<file path="config.mk">
export PLATFORM = sky130hd
export DESIGN_NAME = alu_pipe16
export DESIGN_NICKNAME = d
export VERILOG_FILES = /design/src/rtl/alu_pipe16_pkg.sv /design/src/rtl/alu16_core.sv /design/src/rtl/alu_pipe16.sv
export SDC_FILE = /design/constraint.sdc
export NUM_CORES = 1
export LEC_CHECK = 0
export ABC_AREA = 1
export CAP_MARGIN = 20
export CORE_ASPECT_RATIO = 0.6
export CORE_UTILIZATION = 38
export CTS_CLUSTER_DIAMETER = 200
export CTS_CLUSTER_SIZE = 30
export DETAILED_ROUTE_END_ITERATION = 8
export SETUP_SLACK_MARGIN = 0.02
export SYNTH_ARGS = -nofsm -noshare
export SYNTH_HDL_FRONTEND = slang
export SYNTH_SLANG_ARGS = --single-unit
</file>
<file path="constraint.sdc">
create_clock -name clk -period 4 [get_ports clk]
set_clock_uncertainty 0.1 [all_clocks]
set_input_delay 0.8 -clock clk [delete_from_list [all_inputs] [get_ports clk]]
set_output_delay 0.8 -clock clk [all_outputs]
set_load 0.01 [all_outputs]
</file>
<file path="src/rtl/alu_pipe16_pkg.sv">
// Shared definitions for the pipelined Hack ALU: widths, ctrl bit positions,
// named ctrl encodings and the operation record carried by stage 1.
package alu_pipe16_pkg;

  localparam int ALU_W  = 16;
  localparam int CTRL_W = 6;

  // Bit positions inside ctrl = {zx,nx,zy,ny,f,no}
  localparam int CTRL_ZX = 5;
  localparam int CTRL_NX = 4;
  localparam int CTRL_ZY = 3;
  localparam int CTRL_NY = 2;
  localparam int CTRL_F  = 1;
  localparam int CTRL_NO = 0;

  // Commonly used control words
  localparam logic [CTRL_W-1:0] ALU_AND  = 6'b000000;
  localparam logic [CTRL_W-1:0] ALU_ADD  = 6'b000010;
  localparam logic [CTRL_W-1:0] ALU_OR   = 6'b010101;
  localparam logic [CTRL_W-1:0] ALU_ZERO = 6'b101010;
  localparam logic [CTRL_W-1:0] ALU_ONE  = 6'b111111;

  // One accepted operation as held in stage 1
  typedef struct packed {
    logic [ALU_W-1:0]  a;
    logic [ALU_W-1:0]  b;
    logic [CTRL_W-1:0] ctrl;
  } alu_op_t;

endpackage

</file>
<file path="src/rtl/alu16_core.sv">
// Purely combinational 16-bit Hack ALU: zero/invert each operand, then AND or
// ADD, then optionally invert the result. Flags are derived from the result.
module alu16_core
  import alu_pipe16_pkg::*;
(
  input  logic [ALU_W-1:0]  i_a,
  input  logic [ALU_W-1:0]  i_b,
  input  logic [CTRL_W-1:0] i_ctrl,
  output logic [ALU_W-1:0]  o_out,
  output logic              o_zr,
  output logic              o_ng
);

  logic [ALU_W-1:0] w_x_zero;
  logic [ALU_W-1:0] w_x;
  logic [ALU_W-1:0] w_y_zero;
  logic [ALU_W-1:0] w_y;
  logic [ALU_W-1:0] w_and;
  logic [ALU_W-1:0] w_sum;
  logic [ALU_W-1:0] w_r;

  // The adder is the only cross-bit unit; carry out of the top bit is dropped.
  assign w_sum = w_x + w_y;

  // Bit-sliced zero/invert/and/select/invert chain.
  genvar gi;
  generate
    for (gi = 0; gi < ALU_W; gi++) begin : g_bit
      assign w_x_zero[gi] = i_a[gi] & ~i_ctrl[CTRL_ZX];
      assign w_x[gi]      = w_x_zero[gi] ^ i_ctrl[CTRL_NX];
      assign w_y_zero[gi] = i_b[gi] & ~i_ctrl[CTRL_ZY];
      assign w_y[gi]      = w_y_zero[gi] ^ i_ctrl[CTRL_NY];
      assign w_and[gi]    = w_x[gi] & w_y[gi];
      assign w_r[gi]      = i_ctrl[CTRL_F] ? w_sum[gi] : w_and[gi];
      assign o_out[gi]    = w_r[gi] ^ i_ctrl[CTRL_NO];
    end
  endgenerate

  assign o_zr = ~|o_out;
  assign o_ng = o_out[ALU_W-1];

endmodule

</file>
<file path="src/rtl/alu_pipe16.sv">
// Two-stage valid/ready pipeline around alu16_core. Stage 1 registers the
// operation, stage 2 registers the result and flags. Only in_ready is
// combinational (from the stage valids and out_ready); data outputs are
// straight from registers.
module alu_pipe16
  import alu_pipe16_pkg::*;
#(
  parameter int WIDTH = ALU_W
)
(
  input  logic              clk,
  input  logic              rst_n,
  input  logic              flush,
  input  logic              in_valid,
  output logic              in_ready,
  input  logic [WIDTH-1:0]  a,
  input  logic [WIDTH-1:0]  b,
  input  logic [CTRL_W-1:0] ctrl,
  output logic              out_valid,
  input  logic              out_ready,
  output logic [WIDTH-1:0]  out,
  output logic              zr,
  output logic              ng
);

  logic             r_s1_valid;
  alu_op_t          r_op;
  logic             r_out_valid;
  logic [WIDTH-1:0] r_out;
  logic             r_zr;
  logic             r_ng;

  logic             w_s2_adv;
  logic             w_s1_adv;
  logic             w_in_fire;
  logic [WIDTH-1:0] w_core_out;
  logic             w_core_zr;
  logic             w_core_ng;

  // Stage 2 can take a new value when empty or being drained this cycle;
  // stage 1 can take one whenever it is empty or moving into stage 2.
  assign w_s2_adv  = ~r_out_valid | out_ready;
  assign w_s1_adv  = r_s1_valid & w_s2_adv;
  assign in_ready  = ~r_s1_valid | w_s2_adv;
  assign w_in_fire = in_valid & in_ready;

  alu16_core u_core (
    .i_a    (r_op.a),
    .i_b    (r_op.b),
    .i_ctrl (r_op.ctrl),
    .o_out  (w_core_out),
    .o_zr   (w_core_zr),
    .o_ng   (w_core_ng)
  );

  // Stage 1: capture the operation on a handshake; flush wins over a new accept.
  always_ff @(posedge clk or negedge rst_n) begin
    if (!rst_n) begin
      r_s1_valid <= 1'b0;
      r_op       <= '{a: '0, b: '0, ctrl: ALU_AND};
    end else begin
      if (flush) begin
        r_s1_valid <= 1'b0;
      end else if (w_in_fire) begin
        r_s1_valid <= 1'b1;
      end else if (w_s1_adv) begin
        r_s1_valid <= 1'b0;
      end
      if (w_in_fire) begin
        r_op <= '{a: a, b: b, ctrl: ctrl};
      end
    end
  end

  // Stage 2: take the ALU result whenever the output slot is free or consumed,
  // otherwise hold result and flags steady for the stalled consumer.
  always_ff @(posedge clk or negedge rst_n) begin
    if (!rst_n) begin
      r_out_valid <= 1'b0;
      r_out       <= '0;
      r_zr        <= 1'b1;
      r_ng        <= 1'b0;
    end else begin
      if (flush) begin
        r_out_valid <= 1'b0;
      end else if (w_s2_adv) begin
        r_out_valid <= r_s1_valid;
      end
      if (w_s2_adv) begin
        r_out <= w_core_out;
        r_zr  <= w_core_zr;
        r_ng  <= w_core_ng;
      end
    end
  end

  assign out_valid = r_out_valid;
  assign out       = r_out;
  assign zr        = r_zr;
  assign ng        = r_ng;

endmodule

</file>
==> impl_metrics.toml <==
[floorplan]
fp.dieH_um = 83.49
core.rowCount = 29
num_io_pins = 63
core_area_um2 = 10670
start_util = 0.3942
die_x_um = 137.8
dieArea_um2 = 11510

[final_layout]
n_fill_cell = 1040
drive_gt1_frac = 0.1092
final_nets = 696
antenna_cells = 0
area_growth_pct = 23.92

[synth]
synth.net_count = 640
synth-edff-count = 0
yosys.area.top_type_share = 0.3332
synth.avg_cell_area_um2 = 7.250
ys_ff_latch = 57
synth_cell_types = 29
synth_cells = 580
ys_top_cells_by_area = "dfrtp_1, nand2_1, mux2_2"
yosysSeqAreaShare = 0.3395
synthArstFlopShare = 1.000
yosys_warnings = 0
yosysTopAreaCell = "dfrtp_1"
ys.flop_type = "dfrtp_1"
netlist_area_um2 = 4205

[sta]
drv_slew = 0
grt_setup_unrepaired = "false"
fin_crit_ns = 3.216
fmax_ghz = 0.3109
slew-limit-headroom = 0.4498
fin_setup_tns_ns = 0
hold_violations = 0
holdWs_ns = 0.3498
worst_pin_slew_ns = 0.8253
fin_crit_sh = 0.8041
setup_violations = 0

[worst_setup_path]
cp.required_ns = 4.17
crit_fanout = 17
cp-end-kind = "flop"
cp.arrival_ns = 3.39
critPathLaunchType = "flop"
setup.worst_path.class = "flop to flop"

[clock_network]
cts.sinks = 57
htree_num_levels = 3
insertion_delay_ns = 0.33
hold_buffers = 0
cts.repair.resized = 0
cts_setup_buffers = 0
numCtsBuffers = 9
clk_pin_slew_worst_paths_ns = 0.05
cts_tree = "yes"
root_buffer = "clkbuf_16"
clk_path_buf_depth = 2

[global_route]
antenna_found_initial = 0
grt_util_all_layers = 0.2005
grt_pass1_wl_um = 17970
overflow = 0
grt_start_max_net_pins = 43
grt_pass1_vias = 3744

[route]
ant_nets = 0
dr_total_vias = 3804
wl_per_cell_um = 13.41
first_pass_iters = 4
via_per_inst = 4.877
finalWirelength_um = 10460
route.detailed.drc = 0
dr.first_iter.drc_count = 275

[pwr]
pwr-share-seq = 0.272
vdd_drop_max_mv = 0.2192
power.density_nw_per_um2 = 542.5
leakagePower_uw = 0.002595
p_sw_uw = 1112
p_clk_frac = 0.268
internal-power_uw = 1715
comb_power_share = 0.460
swShare = 0.3933

[placement]
dp_hpwl_um = 8050
io_buffers = 62
place_congestion = 0.8718

[flow_run]
cap_violations = 0

[status]
outcome = "finished clean"

[min_path]
min_path_type = "input pin to asynchronous set/reset pin"
stage by stage:
stage          instance area [µm²]  worst slack [ns]  power [µW]  utilization  instances
6_report                      5211            0.7836        2827       0.4885        780
4_1_cts                       5211            0.7876        2844       0.4885        780
5_1_grt                       5211            0.3660        3074       0.4885        780
3_3_place_gp                  4915            0.9094        2039       0.4607        764
3_5_place_dp                  4915            0.7858        2066       0.4607        764
2_1_floorplan                 4205             1.335        1658            -        580
power groups by stage:
stage / sequential, µW / clock [µW] / combinational [µW]
after floorplan: 780 / 0 / 878
after global placement: 778 / 0 / 1260
after detailed placement: 781 / 0 / 1290
after CTS: 772 / 777 / 1290
after global routing: 789 / 806 / 1480
final: 769 / 758 / 1300
layout make-up:
type,instances,area (µm²),share of cell area
flip-flops and latches,57,1428,0.2739
repair buffers,66,645.6,0.1239
well taps,139,173.9,0.03337
multi-input cells,419,2356,0.4521
clock inverters,6,67.56,0.01297
inverters,83,311.5,0.05978
clock buffers,10,229.0,0.04394
state kept, by name, indices dropped and copies added (netlist names):
register	cells
out	16
out_valid	1
r_op	38
r_s1_valid	1
zr	1
worst paths after layout:
| check | from | endpoint | slack, ns | depth (start not counted) |
|---|---|---|---|---|
| max in group asynchronous | rst_n | r_op[32] | 2.61 | 2 |
| min | rst_n | r_op[6] | 0.35 | 1 |
| min reg2reg | zr | zr | 0.37 | 2 |
| min in group clk | zr | zr | 0.37 | 2 |
| max | r_op[2] | zr | 0.78 | 18 |
| max reg2reg | r_op[2] | zr | 0.78 | 18 |
layout by cell type, fill, tap and decap left out, drive strengths merged, types with 2 or more instances in the layout:
| master | n |
|---|---|
| xor2 | 36 |
| clkbuf | 10 |
| clkinv | 4 |
| clkinvlp | 2 |
| and2 | 2 |
| nand2 | 193 |
| ha | 16 |
| nor2 | 32 |
| inv | 82 |
| a31oi | 3 |
| dfrtp | 56 |
| or2 | 3 |
| clkdlybuf4s50 | 61 |
| nand4 | 6 |
| a21oi | 13 |
| o21ai | 14 |
| buf | 5 |
| nand3 | 65 |
| mux2 | 34 |
Yosys cell counts (2+ instances only):
cell type and number:
nor2_1 29, mux2_2 34, clkinv_1 2, nand3_2 2, or2_2 3, nand3_1 63, xor2_1 36, inv_1 80
buf_6 2, a31oi_1 3, dfrtp_1 56, clkbuf_1 7, nand4_1 6, nand2_2 6, buf_2 10, o21ai_0 13
ha_1 16, nor2_2 2, and2_1 2, a21oi_1 13, nand2_1 187
worst max-delay path: stages (launching register included):
cell and delay (ns):
dfrtp_1 0.88, xor2_1 0.15, inv_1 0.09, ha_1 0.25, inv_1 0.09, fa_1 0.36, inv_1 0.11, nand3_1 0.11
nand3_1 0.18, nand2_1 0.07, nand3_1 0.08, nand3_1 0.08, nand2_1 0.12, nand3_1 0.08, nor2_1 0.09, nand2_1 0.09
nor2_1 0.09, nand3_1 0.07, nand2_1 0.06
metal layers:
metal / up-vias / share of wire / global-route usage
met3: 7 / 0.055 / 0.04432
li1: 1927 / - / -
met1: 1772 / 0.52 / 0.2902
met4: 0 / 0.0099 / 0.05237
met5: - / 0 / 0
met2: 98 / 0.42 / 0.2992
logic make-up after synthesis:
family                     synth area share
buffers and inverters                0.1003
muxes                               0.09104
adders and majority gates           0.05237
AOI/OAI and AO/OA                   0.03838
xor gates and xnor gates            0.07498
DFF                                  0.3395
and+or+nand+nor                      0.3035
No activity file was read; power rests on OpenSTA's default activity.
